### src/rtl/trc_reg_responder.sv
// Wait-state register responder: 32-word register file plus CTRL/STATUS words
// for launching timed calibration operations and counting protocol errors.
module trc_reg_responder #(
   parameter int WAIT_CYCLES = 2,
   parameter int OP_CYCLES   = 8
) (
   input  logic        clock,
   input  logic        reset_n,
   input  logic [7:0]  avl_address,
   input  logic [31:0] avl_writedata,
   input  logic        avl_read_req,
   input  logic        avl_write_req,
   output logic        avl_busy,
   output logic [31:0] avl_readdata,
   output logic        op_start,
   output logic        op_busy,
   output logic [7:0]  err_cnt
);

   localparam logic [3:0] WCNT_INIT   = 4'(WAIT_CYCLES);
   localparam logic [7:0] OP_INIT     = 8'(OP_CYCLES);
   localparam logic [7:0] ADDR_CTRL   = 8'h20;
   localparam logic [7:0] ADDR_STATUS = 8'h21;

   typedef enum logic [1:0] {ST_IDLE, ST_WAIT, ST_ACK} state_t;

   state_t      state_q, state_d;
   logic [3:0]  wcnt_q, wcnt_d;
   logic [7:0]  addr_q, addr_d;
   logic [31:0] wdata_q, wdata_d;
   logic        wr_q, wr_d;
   logic        dual_q, dual_d;
   logic        busy_q;
   logic [31:0] rdata_q, rdata_d;
   logic        op_start_q, op_start_d;
   logic        op_busy_q, op_busy_d;
   logic [7:0]  op_cnt_q, op_cnt_d;
   logic [7:0]  err_q, err_d;
   logic [1:0]  err_inc;
   logic [8:0]  err_sum;
   logic [31:0] rf_we;
   logic [31:0] rf_q [32];
   logic        commit;

   always_comb begin
      state_d = state_q;
      wcnt_d  = wcnt_q;
      addr_d  = addr_q;
      wdata_d = wdata_q;
      wr_d    = wr_q;
      dual_d  = dual_q;
      case (state_q)
         ST_IDLE: begin
            if (avl_read_req || avl_write_req) begin
               addr_d  = avl_address;
               wdata_d = avl_writedata;
               wr_d    = avl_write_req;
               dual_d  = avl_read_req && avl_write_req;
               wcnt_d  = WCNT_INIT;
               state_d = (WAIT_CYCLES == 0) ? ST_ACK : ST_WAIT;
            end
         end
         ST_WAIT: begin
            wcnt_d = wcnt_q - 4'd1;
            if (wcnt_q <= 4'd1) state_d = ST_ACK;
         end
         ST_ACK:  state_d = ST_IDLE;
         default: state_d = ST_IDLE;
      endcase
   end

   // The *_d capture fields hold the access being completed on the ACK-entry
   // edge, whether it was captured earlier or is being captured right now.
   assign commit = (state_d == ST_ACK) && (state_q != ST_ACK);

   always_comb begin
      rf_we      = '0;
      rdata_d    = rdata_q;
      err_inc    = 2'd0;
      op_start_d = 1'b0;
      op_busy_d  = op_busy_q;
      op_cnt_d   = op_cnt_q;
      if (op_busy_q) begin
         op_cnt_d = op_cnt_q - 8'd1;
         if (op_cnt_q <= 8'd1) begin
            op_busy_d = 1'b0;
            op_cnt_d  = 8'd0;
         end
      end
      if (commit) begin
         if (dual_d) err_inc = err_inc + 2'd1;
         if (wr_d) begin
            if (addr_d < ADDR_CTRL) begin
               rf_we[addr_d[4:0]] = 1'b1;
            end else if (addr_d == ADDR_CTRL) begin
               if (wdata_d[0]) begin
                  if (op_busy_q) begin
                     err_inc = err_inc + 2'd1;
                  end else begin
                     op_start_d = 1'b1;
                     op_busy_d  = 1'b1;
                     op_cnt_d   = OP_INIT;
                  end
               end
            end else begin
               err_inc = err_inc + 2'd1;
            end
         end else begin
            if (addr_d < ADDR_CTRL) begin
               rdata_d = rf_q[addr_d[4:0]];
            end else if (addr_d == ADDR_CTRL) begin
               rdata_d = 32'h0;
            end else if (addr_d == ADDR_STATUS) begin
               rdata_d = {16'h0, err_q, 7'h0, op_busy_q};
            end else begin
               rdata_d = 32'h0;
               err_inc = err_inc + 2'd1;
            end
         end
      end
      err_sum = {1'b0, err_q} + {7'h0, err_inc};
      err_d   = err_sum[8] ? 8'hFF : err_sum[7:0];
   end

   always_ff @(posedge clock or negedge reset_n) begin
      if (!reset_n) begin
         state_q    <= ST_IDLE;
         wcnt_q     <= 4'd0;
         addr_q     <= 8'h0;
         wdata_q    <= 32'h0;
         wr_q       <= 1'b0;
         dual_q     <= 1'b0;
         busy_q     <= 1'b1;
         rdata_q    <= 32'h0;
         op_start_q <= 1'b0;
         op_busy_q  <= 1'b0;
         op_cnt_q   <= 8'd0;
         err_q      <= 8'd0;
         for (int i = 0; i < 32; i++) rf_q[i] <= 32'h0;
      end else begin
         state_q    <= state_d;
         wcnt_q     <= wcnt_d;
         addr_q     <= addr_d;
         wdata_q    <= wdata_d;
         wr_q       <= wr_d;
         dual_q     <= dual_d;
         busy_q     <= (state_d != ST_ACK);
         rdata_q    <= rdata_d;
         op_start_q <= op_start_d;
         op_busy_q  <= op_busy_d;
         op_cnt_q   <= op_cnt_d;
         err_q      <= err_d;
         for (int i = 0; i < 32; i++) begin
            if (rf_we[i]) rf_q[i] <= wdata_d;
         end
      end
   end

   assign avl_busy     = busy_q;
   assign avl_readdata = rdata_q;
   assign op_start     = op_start_q;
   assign op_busy      = op_busy_q;
   assign err_cnt      = err_q;

endmodule

### config.mk
export PLATFORM = sky130hd
export DESIGN_NAME = trc_reg_responder
export DESIGN_NICKNAME = d
export VERILOG_FILES = /design/src/rtl/trc_reg_responder.sv
export SDC_FILE = /design/constraint.sdc
export NUM_CORES = 2
export LEC_CHECK = 0
export ABC_AREA = 1
export BUFFER_PORTS_ARGS = -buffer_cell sky130_fd_sc_hd__buf_2
export CAP_MARGIN = 20
export CORE_MARGIN = 2
export CORE_UTILIZATION = 42
export DETAILED_ROUTE_END_ITERATION = 6
export GPL_ROUTABILITY_DRIVEN = 1
export PLACE_DENSITY_LB_ADDON = 0.15
export SYNTH_ARGS = -nofsm -noshare
export SYNTH_HDL_FRONTEND = slang
export SYNTH_SLANG_ARGS = --single-unit
### constraint.sdc
create_clock -name clock -period 9.7 [get_ports clock]
set_input_delay 1.94 -clock clock [delete_from_list [all_inputs] [get_ports clock]]
set_output_delay 1.94 -clock clock [all_outputs]
set_load 0.02 [all_outputs]
==> impl_metrics.tcl <==
set metrics [dict create \
    n_fill_cell 12591 \
    slew_headroom_pct 21.0 \
    die_w_um 359 \
    drv_cap 0 \
    crit_chain "buf_2 > inv_1 > nand2_1 > nand2_4 > buf_4 > nand2_1 > o21ai_4 > nand3_1 > nor3_2 > inv_1 > ha_1 > nor2_1 > o21ai_0 > ha_1 > inv_1 > fa_1 > nor2_1 > nand2_1 > nor3_1 > nand3_1 > o21ai_0" \
    drc 0 \
    ctsResizeCount 0 \
    setup_slack_ns 3.60 \
    fin_crit_ns 6.10 \
    gp_congestion 0.801 \
    status "complete, no violations" \
    slew_violations 0 \
    firstDrtPassIters 5 \
    cts_tree "built" \
    wl_per_cell_um 19.6 \
    synthesis.nets 7179 \
    track_usage_pct 26.5 \
    vias 44684 \
    synthArstFlopShare_pct 100 \
    dp.cells 8428 \
    drive_gt1_share_pct 6.26 \
    synth_xor_xnor_area_share_pct 0.0826 \
    setup_viol 0 \
    antenna_found_initial 4 \
    cp_num_buf_inv 5 \
    synth_compound_area_share_pct 12.3 \
    ys_seq_area_share_pct 53.0 \
    vias_per_cell 5.15 \
    grt_max_degree 198 \
    rsz0062_at_grt "false" \
    slowest_stage "nor3_2" \
    total_power_mw 18.2 \
    final_cell_mix "3,086 x nand2_1, 1,129 x o21ai_0, 1,122 x dfrtp_1" \
    area_growth_syn_to_layout_pct 11.9 \
    clock_latency_ns 0.75 \
    core_um2 125000 \
    clockBufferDepth 3 \
    cts_made_buffers 131 \
    ant_nets 0 \
    synth-adder-area-share_pct 0.227 \
    io_buffers 86 \
    die_area_um2 129000 \
    finClkSkew_ns 0.0185 \
    clk_pin_slew_ns 0.06 \
    cts-root-buf "clkbuf_16" \
    final_common_cell "nand2_1" \
    synth-seq-cells 1123 \
    synth_cells 7126 \
    muxShareOfSynthArea_pct 0.0189 \
    synth_edf_count 0 \
    hold_viol_final 0 \
    final_cells 8674 \
    cts_hold_buf 0 \
    synthFlopType "dfrtp_1" \
    cts_setup_buffers 0 \
    cpPeakStageDelay_ns 0.57 \
    nets 6983 \
    synth-simple-area-share_pct 27.2 \
    fmax_mhz 164 \
    ir_drop_mv 0.339 \
    r2r_setup_slack_ns 4.60 \
    critical_path_required_ns 10.37 \
    drt_iter0_drc 4781 \
    yosysUniqueCellTypes 37 \
    grt-ovfl-total 0 \
    row_count 130 \
    path_delay_family "simple AND/OR/NAND/NOR gates" \
    dp_hpwl_um 86800 \
    ys_top_cells_by_area "dfrtp_1 53%, nand2_1 22%, o21ai_0 11%, inv_1 3.4%, clkbuf_1 3.2%" \
    criticalPathCategory "input pin to register" \
    syn_area_um2 53000 \
    cp-start-kind "input pin" \
    dp_slack_ns 2.80 \
    grt_pass1_vias 41544 \
    totalWireLength_um 170000 \
    synth_top_family_by_area "simple AND/OR/NAND/NOR gates" \
    syn_area_per_cell_um2 7.44 \
    antenna_cells 0 \
    synth_area_leader_cell "dfrtp_1" \
    min_path_type "register to register" \
    start_util_pct 42.3 \
    synth_top_area_share_pct 52.9 \
    worstPathMaxFanout 31 \
    yosysWarnings 0 \
    powerDensity_nw_per_um2 307 \
    tightest_slew_ns 1.19 \
    grt_pass1_wl_um 264000 \
    cts_num_sinks 1123 \
    h-tree-depth 4 \
    arrival_ns 6.76 \
    timing.final.crit_share_pct 62.8 \
    end_kind "register" \
    io_pins 87 \
    die_h_um 359 \
    finalSetupTns_ns 0 \
    p_leak_nw 29.1 \
]
[where the power goes]
part           internal, mW  switching, mW  total, mW
combinational          2.07           5.47       7.54
sequential             5.42          0.368       5.79
clock                  2.89           1.97       4.86
[registers in the layout (all words and copies together) (netlist names)]
name and flops:
wdata_q 32, dual_q 1, err_cnt 8, avl_busy 1
state_q 2, wr_q 1, op_busy 1, op_cnt_q 8
avl_readdata 32, wcnt_q 4, op_start 1, rf_q 1024
addr_q 8
[worst reg2reg max path, cell delays in order, from the launching register on]
cell and delay (ns):
dfrtp_1 0.40, nor2_2 0.37, nand2_4 0.32, buf_4 0.43, o21ai_2 0.42, nand3_1 0.36
nor3_2 0.57, inv_1 0.10, ha_1 0.30, nor2_1 0.04, o21ai_0 0.15, ha_1 0.18
inv_1 0.07, fa_1 0.42, nor2_1 0.18, nand2_1 0.09, nor3_1 0.22, nand3_1 0.25
o21ai_0 0.15
[layout make-up]
cell class / instances / area, um2 / share of cell area, %
sequential: 1123 / 28100 / 47.4
timing repair buffer: 183 / 1650 / 2.78
multi-input combinational: 4996 / 21400 / 36.1
tap: 1650 / 2060 / 3.48
inverter: 495 / 1870 / 3.15
clock buffer: 202 / 3980 / 6.71
clock inverter: 25 / 224 / 0.377
[per-layer routing]
layer	wire, um	vias up	GRT usage (%)
met1	79100	21440	37.6
met2	76800	1215	42.3
met5	0	-	0
met4	4660	0	7.85
met3	9880	264	3.80
li1	-	21765	-
[logic make-up after synthesis]
family / Yosys count
simple gates: 3689
xor+xnor: 5
compound gates: 1292
fa+ha+maj: 9
flops: 1123
buf+inv: 1007
mux: 1
[cell usage after synthesis (7+ instances only)]
master,n
dfrtp_1,1122
nand2_1,3090
buf_2,30
o21ai_0,1129
clkbuf_1,455
buf_1,23
and2_1,33
a21oi_1,21
o21ai_1,133
ha_1,8
inv_1,487
nor2_1,327
nand3_1,193
inv_2,7
nand3_2,27
[path summary, 6_finish.rpt]
check / from / cells past startpoint / end
min in group asynchronous: reset_n / 1 / rf_q[532]
max in group asynchronous: reset_n / 3 / rf_q[614]
hold reg to reg: avl_readdata[17] / 2 / avl_readdata[17]
setup / recovery: avl_read_req / 21 / err_cnt[4]
hold / removal: avl_readdata[17] / 2 / avl_readdata[17]
setup reg to reg: state_q[1] / 18 / err_cnt[4]
[stage by stage]
step | util, % | hold WS [ns] | cell area (um2)
finish | 47.3 | 0.475 | 59300
global route | 47.3 | 0.496 | 59300
CTS | 47.0 | 0.478 | 58900
detailed placement | 43.6 | 0.464 | 54700
global placement | 43.6 | 0.459 | 54600
floorplan | - | 0.445 | 53000
Power figures use the tool's default switching activity.
